==> src/rtl/nn_sample_sequencer_if.sv <==
// Handshake bundle between the sample sequencer, its word source, the neuron and the result consumer.
// slave = sequencer side, master = environment side.
interface nn_sample_sequencer_if #(
    parameter int N = 32
);
    logic         in_valid;
    logic [N-1:0] in_data;
    logic         in_ready;

    logic [N-1:0] nn_x1;
    logic [N-1:0] nn_x2;
    logic [N-1:0] nn_x3;
    logic [N-1:0] nn_x4;
    logic         nn_start;
    logic         nn_done;
    logic [N-1:0] nn_out;

    logic         res_valid;
    logic [N-1:0] res_data;
    logic         res_ready;

    modport slave (
        input  in_valid, in_data, nn_done, nn_out, res_ready,
        output in_ready, nn_x1, nn_x2, nn_x3, nn_x4, nn_start, res_valid, res_data
    );

    modport master (
        output in_valid, in_data, nn_done, nn_out, res_ready,
        input  in_ready, nn_x1, nn_x2, nn_x3, nn_x4, nn_start, res_valid, res_data
    );
endinterface

==> src/rtl/nn_sample_sequencer.sv <==
// Packs four input words into a neuron sample, launches the neuron and returns its result.
// Optional WAIT watchdog enabled by defining NN_SEQ_TIMEOUT_EN.
module nn_sample_sequencer #(
    parameter int N              = 32,
    parameter int TIMEOUT_CYCLES = 1023
) (
    input  logic                  clk,
    input  logic                  rst,
    nn_sample_sequencer_if.slave  bus,
    output logic                  busy,
    output logic [15:0]           sample_cnt,
    output logic                  timeout_err
);

    typedef enum logic [1:0] {IDLE, START, WAIT} state_t;

    state_t            state;
    logic [3:0][N-1:0] shadow;
    logic [1:0]        word_idx;
    logic              shadow_full;
    logic              accept;
    logic              launch;
    logic              res_take;
    logic              timeout_hit;

    // A zero limit would expire on WAIT entry; reject it at elaboration.
    if (TIMEOUT_CYCLES < 1) begin : g_bad_timeout
        $error("TIMEOUT_CYCLES must be at least 1");
    end

    assign bus.in_ready = !shadow_full;
    assign accept       = bus.in_valid && !shadow_full;
    assign res_take     = bus.res_valid && bus.res_ready;
    assign launch       = (state == IDLE) && shadow_full && (!bus.res_valid || bus.res_ready);

    always_ff @(posedge clk) begin
        if (rst) begin
            shadow      <= '0;
            word_idx    <= 2'd0;
            shadow_full <= 1'b0;
        end else if (accept) begin
            shadow[word_idx] <= bus.in_data;
            word_idx         <= word_idx + 2'd1;
            if (word_idx == 2'd3) shadow_full <= 1'b1;
        end else if (launch) begin
            shadow_full <= 1'b0;
        end
    end

`ifdef NN_SEQ_TIMEOUT_EN
    localparam int TW = $clog2(TIMEOUT_CYCLES + 1);

    logic [TW-1:0] wait_cnt;

    // wait_cnt counts completed WAIT cycles, so the limit is hit in the TIMEOUT_CYCLES-th one.
    assign timeout_hit = (state == WAIT) && (wait_cnt == TW'(TIMEOUT_CYCLES - 1));

    always_ff @(posedge clk) begin
        if (rst) begin
            wait_cnt    <= '0;
            timeout_err <= 1'b0;
        end else begin
            if (state != WAIT) wait_cnt <= '0;
            else               wait_cnt <= wait_cnt + TW'(1);
            if (timeout_hit && !bus.nn_done) timeout_err <= 1'b1;
        end
    end
`else
    assign timeout_hit = 1'b0;
    assign timeout_err = 1'b0;
`endif

    always_ff @(posedge clk) begin
        if (rst) begin
            state         <= IDLE;
            bus.nn_start  <= 1'b0;
            busy          <= 1'b0;
            bus.nn_x1     <= '0;
            bus.nn_x2     <= '0;
            bus.nn_x3     <= '0;
            bus.nn_x4     <= '0;
            bus.res_valid <= 1'b0;
            bus.res_data  <= '0;
            sample_cnt    <= 16'd0;
        end else begin
            bus.nn_start <= 1'b0;
            if (res_take) bus.res_valid <= 1'b0;
            case (state)
                IDLE: begin
                    if (launch) begin
                        state        <= START;
                        bus.nn_start <= 1'b1;
                        busy         <= 1'b1;
                        bus.nn_x1    <= shadow[0];
                        bus.nn_x2    <= shadow[1];
                        bus.nn_x3    <= shadow[2];
                        bus.nn_x4    <= shadow[3];
                    end
                end
                START: state <= WAIT;
                WAIT: begin
                    // done beats the watchdog when both land in the same cycle
                    if (bus.nn_done) begin
                        bus.res_data  <= bus.nn_out;
                        bus.res_valid <= 1'b1;
                        sample_cnt    <= sample_cnt + 16'd1;
                        state         <= IDLE;
                        busy          <= 1'b0;
                    end else if (timeout_hit) begin
                        state <= IDLE;
                        busy  <= 1'b0;
                    end
                end
                default: begin
                    state <= IDLE;
                    busy  <= 1'b0;
                end
            endcase
        end
    end

endmodule

==> src/flat_wrapper.sv <==
// flat-port wrapper written by rule: the top's interface ports become plain ports
module nn_sample_sequencer_flat 
#(
    parameter int N              = 32,
    parameter int TIMEOUT_CYCLES = 1023
)
  (clk, rst, busy, sample_cnt, timeout_err, bus_in_valid, bus_in_data, bus_nn_done, bus_nn_out, bus_res_ready, bus_in_ready, bus_nn_x1, bus_nn_x2, bus_nn_x3, bus_nn_x4, bus_nn_start, bus_res_valid, bus_res_data);
  nn_sample_sequencer_if #(.N(N)) bus_i ();
  input  logic clk;
  input  logic rst;
  output logic busy;
  output logic [15:0] sample_cnt;
  output logic timeout_err;
  input wire logic [$bits(bus_i.in_valid)-1:0] bus_in_valid;
  input wire logic [$bits(bus_i.in_data)-1:0] bus_in_data;
  input wire logic [$bits(bus_i.nn_done)-1:0] bus_nn_done;
  input wire logic [$bits(bus_i.nn_out)-1:0] bus_nn_out;
  input wire logic [$bits(bus_i.res_ready)-1:0] bus_res_ready;
  output wire logic [$bits(bus_i.in_ready)-1:0] bus_in_ready;
  output wire logic [$bits(bus_i.nn_x1)-1:0] bus_nn_x1;
  output wire logic [$bits(bus_i.nn_x2)-1:0] bus_nn_x2;
  output wire logic [$bits(bus_i.nn_x3)-1:0] bus_nn_x3;
  output wire logic [$bits(bus_i.nn_x4)-1:0] bus_nn_x4;
  output wire logic [$bits(bus_i.nn_start)-1:0] bus_nn_start;
  output wire logic [$bits(bus_i.res_valid)-1:0] bus_res_valid;
  output wire logic [$bits(bus_i.res_data)-1:0] bus_res_data;
  assign bus_i.in_valid = bus_in_valid;
  assign bus_i.in_data = bus_in_data;
  assign bus_i.nn_done = bus_nn_done;
  assign bus_i.nn_out = bus_nn_out;
  assign bus_i.res_ready = bus_res_ready;
  assign bus_in_ready = bus_i.in_ready;
  assign bus_nn_x1 = bus_i.nn_x1;
  assign bus_nn_x2 = bus_i.nn_x2;
  assign bus_nn_x3 = bus_i.nn_x3;
  assign bus_nn_x4 = bus_i.nn_x4;
  assign bus_nn_start = bus_i.nn_start;
  assign bus_res_valid = bus_i.res_valid;
  assign bus_res_data = bus_i.res_data;
  nn_sample_sequencer #(.N(N), .TIMEOUT_CYCLES(TIMEOUT_CYCLES)) u_core (.clk(clk), .rst(rst), .bus(bus_i), .busy(busy), .sample_cnt(sample_cnt), .timeout_err(timeout_err));
endmodule
==> config.mk <==
export PLATFORM = sky130hd
export DESIGN_NAME = nn_sample_sequencer_flat
export DESIGN_NICKNAME = d
export VERILOG_FILES = /design/src/rtl/nn_sample_sequencer_if.sv /design/src/rtl/nn_sample_sequencer.sv /design/src/flat_wrapper.sv
export SDC_FILE = /design/constraint.sdc
export NUM_CORES = 1
export LEC_CHECK = 0
export BUFFER_PORTS_ARGS = -buffer_cell sky130_fd_sc_hd__buf_2
export CORE_MARGIN = 8
export CORE_UTILIZATION = 57
export CTS_CLUSTER_SIZE = 25
export DETAILED_ROUTE_END_ITERATION = 7
export GPL_TIMING_DRIVEN = 0
export PLACE_DENSITY = 0.91
export RECOVER_POWER = 100
export SYNTH_ARGS = -nofsm -noshare
export SYNTH_HDL_FRONTEND = slang
export SYNTH_SLANG_ARGS = --single-unit
==> constraint.sdc <==
create_clock -name clk -period 4.8 [get_ports clk]
set_input_delay 0.72 -clock clk [delete_from_list [all_inputs] [get_ports clk]]
set_output_delay 0.72 -clock clk [all_outputs]
set_load 0.005 [all_outputs]
# Word level (Yosys, flattened, before mapping)
# Cells that the tools add are included.
# Widths: inputs -> output; s select.
[totals]
register_bits = 312
output_inout_bits = 181
[op_classes]
addsub = 2
n_lt_le_gt_ge = 2
n_eq_ne = 6
muxes = 16
bitwise = 2
n_reduce_logical = 16
[op_table]
columns = ["cell", "count"]
rows = [
  ["$bwmux 128", 1],
  ["$demux 32 s2", 1],
  ["$mux 32", 1],
  ["$add 16x1->16 const B", 1],
  ["$mux 1", 9],
  ["$reduce_and 2->1", 4],
  ["$pmux 2 s3", 1],
  ["$logic_and 1x1->1", 5],
  ["$eq 2x2->1 const B", 2],
  ["$mux 2", 2],
  ["$ne 2x2->1 const B", 2],
  ["$lt 2x3->1 const B", 1],
  ["$pmux 1 s3", 1],
  ["$reduce_and 3->1", 1],
  ["$add 2x1->2 const B", 1],
  ["$eq 2x1->1 const B", 1],
  ["$ge 2x1->1 const B", 1],
  ["$logic_not 1->1", 2],
  ["$logic_not 2->1", 1],
  ["$ne 2x1->1 const B", 1],
  ["$not 1->1", 2],
  ["$reduce_bool 2->1", 1],
  ["$reduce_or 2->1", 1],
  ["$logic_or 1x1->1", 1],
]

# Depth between registers and ports, before layout
[logic_depth]
word_depth = 5
ltp_mapped = 7
mapped_depth_nobuf = 5

# Worst setup path before layout
# OpenSTA, ideal clock, no wires.
[synth_path]
path_type = "input-to-reg"
start = "input bus_nn_done"
end = "register u_core.sample_cnt[15]"
t_arrival_ns = 1.802
required_time_ns = 4.730
setup_slack_ns = 2.928
path_stages = 4
path_buffers = 0
path_cell_list = "nand4b_4 or4_4 or3_1 a21oi_1"
[synth_between]
elab_chain_len = 1
[synth_lines]
columns = ["item", "line_no", "text"]
rows = [
  ["from (decl)", "flat_wrapper.sv:16", "input wire logic [$bits(bus_i.nn_done)-1:0] bus_nn_done;"],
  ["$reduce_and 2->1 (no line)", "n/a", ""],
  ["to (signal assigned)", "nn_sample_sequencer.sv:106", "sample_cnt <= sample_cnt + 16'd1;"],
  ["to (decl)", "nn_sample_sequencer.sv:11", "output logic [15:0] sample_cnt,"],
]
# Every way passes these cells.
# A chain may end at the register's enable or synchronous reset.

# Final worst setup path
[layout_path]
start = "register u_core.shadow_full"
end = "register u_core.shadow[8] (netlist name)"
[layout_between]
elab_chain_len = 2
[layout_lines]
columns = ["item", "line_no", "text"]
rows = [
  ["from (decl)", "nn_sample_sequencer.sv:20", "logic shadow_full;"],
  ["from (signal assigned)", "nn_sample_sequencer.sv:40", "shadow_full <= 1'b0;"],
  ["from (signal assigned)", "nn_sample_sequencer.sv:44", "if (word_idx == 2'd3) shadow_full <= 1'b1;"],
  ["from (signal assigned)", "nn_sample_sequencer.sv:46", "shadow_full <= 1'b0;"],
  ["$logic_not 1->1", "nn_sample_sequencer.sv:32", "assign accept = bus.in_valid && !shadow_full;"],
  ["$logic_and 1x1->1", "nn_sample_sequencer.sv:32", ""],
  ["to (signal, indexed assignment)", "nn_sample_sequencer.sv:42", "shadow[word_idx] <= bus.in_data;"],
  ["to (decl)", "nn_sample_sequencer.sv:18", "logic [3:0][N-1:0] shadow;"],
]
# Every way passes these cells.

==> results.sh <==
export IMPL_status="finished clean"
export IMPL_share_of_power_burned_in_the_clock_network_pct=45.5
export IMPL_timing_worst_setup_path_type="flop to flop"
export IMPL_synthToLayoutAreaGrowth_pct=21.64
export IMPL_power_dens_cells_nw_per_um2=403.8
export IMPL_unrepaired_setup_endpoints_after_global_routing="no"
export IMPL_p_sw_share_pct=22.25
export IMPL_fillerInstances=1493
export IMPL_gr_usage_met1_pct=30.95
export IMPL_number_of_setup_buffers_added_after_cts=0
export IMPL_finalWeightedCongestion=0.8823
export IMPL_critical_path_cell_chain="nor2b_1 -> clkbuf_1 -> and2_0 -> clkbuf_1 -> clkbuf_1 -> nand2_1 -> a21oi_1"
export IMPL_synthesis_yosys_warnings=0
export IMPL_critPathMaxStageDelay_ns=0.43
export IMPL_yosys_area_share_adder_pct=0.5745
export IMPL_synth_simple_gate_area_share_pct=23.38
export IMPL_maximum_capacitance_violations=0
export IMPL_period_minus_slack_ns=2.236
export IMPL_fin_skew_ns=0.02356
export IMPL_synth_xor_area_share_pct=0.7239
export IMPL_final_antenna_net_count=0
export IMPL_synthesis_instances=1383
export IMPL_dr_total_vias=10566
export IMPL_postPlaceCellArea_um2=12420
export IMPL_design_core_area_um2=18710
export IMPL_synth_fp_nets=1457
export IMPL_drt_wirelength_per_cell_um=17.19
export IMPL_dominantRegCellSynth="dfxtp_1"
export IMPL_synth_async_sr_flop_share_pct=0
export IMPL_cts_hold_buffers_added=0
export IMPL_synthMostInstantiatedCell="nand2_1"
export IMPL_tritoncts="done"
export IMPL_cts_root_buf="clkbuf_16"
export IMPL_rows=50
export IMPL_die_footprint_um2=23780
export IMPL_final_design_area_no_fill_um2=13250
export IMPL_synth_mux_area_share_pct=0.4022
export IMPL_combinationalPowerShare_pct=4.7
export IMPL_post_route_cells_drive_above_1_share_pct=9.442
export IMPL_power_ir_vdd_worst_mv=0.2762
export IMPL_grt_overflow_total=0
export IMPL_worst_ep_arrival_time_ns=2.71
export IMPL_grt_start_max_net_pins=16
export IMPL_post_drt_via_cell_ratio=5.500
export IMPL_final_hold_viol_count=0
export IMPL_grt_usage_pct=26.04
export IMPL_drt_pre_antenna_iters=5
export IMPL_fp_dieH_um=154.2
export IMPL_count_of_flip_flops_with_a_built_in_enable_after_synthesis=0
export IMPL_p_int_uw=4158
export IMPL_fmax_ghz=0.4472
export IMPL_ctsHtreeMaxLevel=1
export IMPL_postSynthAreaPerCell_um2=7.874
export IMPL_yosysSeqAreaShare_pct=57.36
export IMPL_cts_clk_slew_worst_paths_ns=0.07
export IMPL_globalRouteMet2Util_pct=43.53
export IMPL_area_of_the_mapped_netlist_um2=10890
export IMPL_die_w_um=154.2
export IMPL_final_setup_tns_ns=0
export IMPL_leakagePower_uw=0.004651
export IMPL_timing_critical_path_from_type="flop"
export IMPL_number_of_antenna_violations_at_the_first_check_in_global_routing=4
export IMPL_post_synth_most_frequent_cells="586 x nand2_1, 312 x dfxtp_1, 296 x a21oi_1"
export IMPL_i_o_pins=250
export IMPL_synth_ff_latch_count=312
export IMPL_synth_top_area_cell="dfxtp_1"
export IMPL_slew_violations=0
export IMPL_grt_met3_usage_pct=6.241
export IMPL_wirelength_mm=33.02
export IMPL_hp_class="input pin to flop"
export IMPL_drc_errors=0
export IMPL_cts_buffer_depth=3
export IMPL_global_route_wire_length_before_repair_mm=50.83
export IMPL_initial_core_util_pct=58.21
export IMPL_synth_top_family_by_area="simple AND/OR/NAND/NOR gates"
export IMPL_timing_worst_slew_pin_value_ns=0.6919
export IMPL_total_power_uw=5348
export IMPL_io_buffers=247
export IMPL_cts_inserted_buffers=30
export IMPL_worst_path_max_fanout=10
export IMPL_vias_in_the_first_global_route=10141
export IMPL_hpwl_mm=24.04
export IMPL_clock_sinks=312
export IMPL_synth_compound_area_share_pct=13.79
export IMPL_worst_skew_pair_late_latency_ns=0.55
export IMPL_netlist_top_cells_area="dfxtp_1 57%, nand2_1 20%, a21oi_1 14%, clkbuf_1 3.1%, nor2_1 0.76%"
export IMPL_seq_power_share_pct=49.8
export IMPL_finalSetupViolCount=0
export IMPL_synth_top_area_share_pct=57.36
export IMPL_grt_busiest_layer="met2"
export IMPL_critPathMostFrequentCell="clkbuf_1"
export IMPL_timing_max_slew_rel_slack_pct=53.88
export IMPL_total_nets_final=1736
export IMPL_netSwitchingPower_uw=1190
export IMPL_detail_route_iter0_violations=864
export IMPL_ctsResizeCount=0
export IMPL_cp_required_ns=5.28
export IMPL_yosys_cell_types_count=30
export IMPL_final_min_period_over_clock_period_pct=46.58
export IMPL_critPathCaptureType="flop"
export IMPL_crit_path_top_delay_cell="clkbuf_1"
## layout by cell type, fill, tap and decap left out, types with 4 or more instances in the layout
cell and instances:
nor2_1 22, clkbuf_16 31, buf_2 104, clkinv_2 11, nand2_1 586, xnor2_1 5, bufinv_16 4, nor2b_1 5
a21oi_1 296, or3_1 4, ha_1 5, nand4_1 4, inv_1 4, xor2_1 4, o21ai_0 4, clkbuf_8 4
and2_1 4, clkbuf_1 243, dfxtp_1 312, nand3_1 7
## stage by stage
stage,util (%),setup slack [ns],std cells,hold slack (ns)
CTS,71.87,2.654,1918,0.4115
floorplan,-,2.928,1383,0.4321
finish,70.81,2.564,1921,0.4232
detailed placement,66.39,2.187,1864,0.4429
global route,70.81,2.413,1921,0.4206
global placement,66.39,2.271,1864,0.4363
## final timing paths
check / endpoint / slack, ns / from / depth (start not counted)
worst max register to register: u_core.shadow[8]$_SDFFE_PP0P_ / 2.56 / u_core.shadow_full$_SDFFE_PP0P_ / 7
worst min-delay path: u_core.bus.res_data[21]$_SDFFE_PP0P_ / 0.42 / bus_nn_out[21] / 3
worst min register to register: u_core.bus.nn_x3[4]$_SDFFE_PP0P_ / 0.45 / u_core.shadow[68]$_SDFFE_PP0P_ / 2
worst max-delay path: u_core.shadow[8]$_SDFFE_PP0P_ / 2.56 / u_core.shadow_full$_SDFFE_PP0P_ / 7
## power by group through the flow
stage / registers, µW / clock network [µW] / logic (µW)
6_report: 2660 / 2430 / 253
5_1_grt: 2660 / 2550 / 277
4_1_cts: 2660 / 2440 / 249
3_5_place_dp: 2720 / 0 / 244
3_3_place_gp: 2720 / 0 / 236
2_1_floorplan: 2710 / 0 / 142
## layout make-up
type                    instances  area [µm²]  area share (%)
clock inverters                16       183.9           1.389
diodes                          3       7.507         0.05668
repair buffers                247        1057           7.982
inverters                       4       15.01          0.1134
clock buffers                  38       842.1           6.357
well taps                     234       292.8           2.210
multi-input cells             966        4218           31.84
plain buffers                 101       382.9           2.891
flip-flops and latches        312        6246           47.16
## worst max-delay path: cells and delay by family, from the launching register on
kind / cells / cell delay [ns]
AOI/OAI and AO/OA: 1 / 0.15
and+or+nand+nor: 3 / 0.58
buffers and inverters: 3 / 1.10
DFF: 1 / 0.35
## per-layer routing
metal,vias up,share of wire [%]
li1,5012,-
met1,4901,40
met2,525,46
met3,126,8.9
met4,2,5.0
met5,-,0.033
## state kept, by name (all words and copies together), names as in the netlist
signal / count
u_core.bus.res_valid: 1
u_core.bus.nn_x4: 32
u_core.bus.nn_x1: 32
u_core.bus.nn_start: 1
u_core.sample_cnt: 16
u_core.shadow_full: 1
u_core.shadow: 128
u_core.bus.nn_x2: 32
u_core.busy: 1
u_core.bus.res_data: 32
u_core.state: 2
u_core.word_idx: 2
u_core.bus.nn_x3: 32
## logic make-up after synthesis
group	count (synthesis)
AND/OR/NAND/NOR	647
flip-flops	312
AO/OA/AOI/OAI	300
buffers and inverters	105
XOR/XNOR	9
adder cells (fa/ha/maj)	5
multiplexers	4
other	1
(Power assumes the default switching activity.)
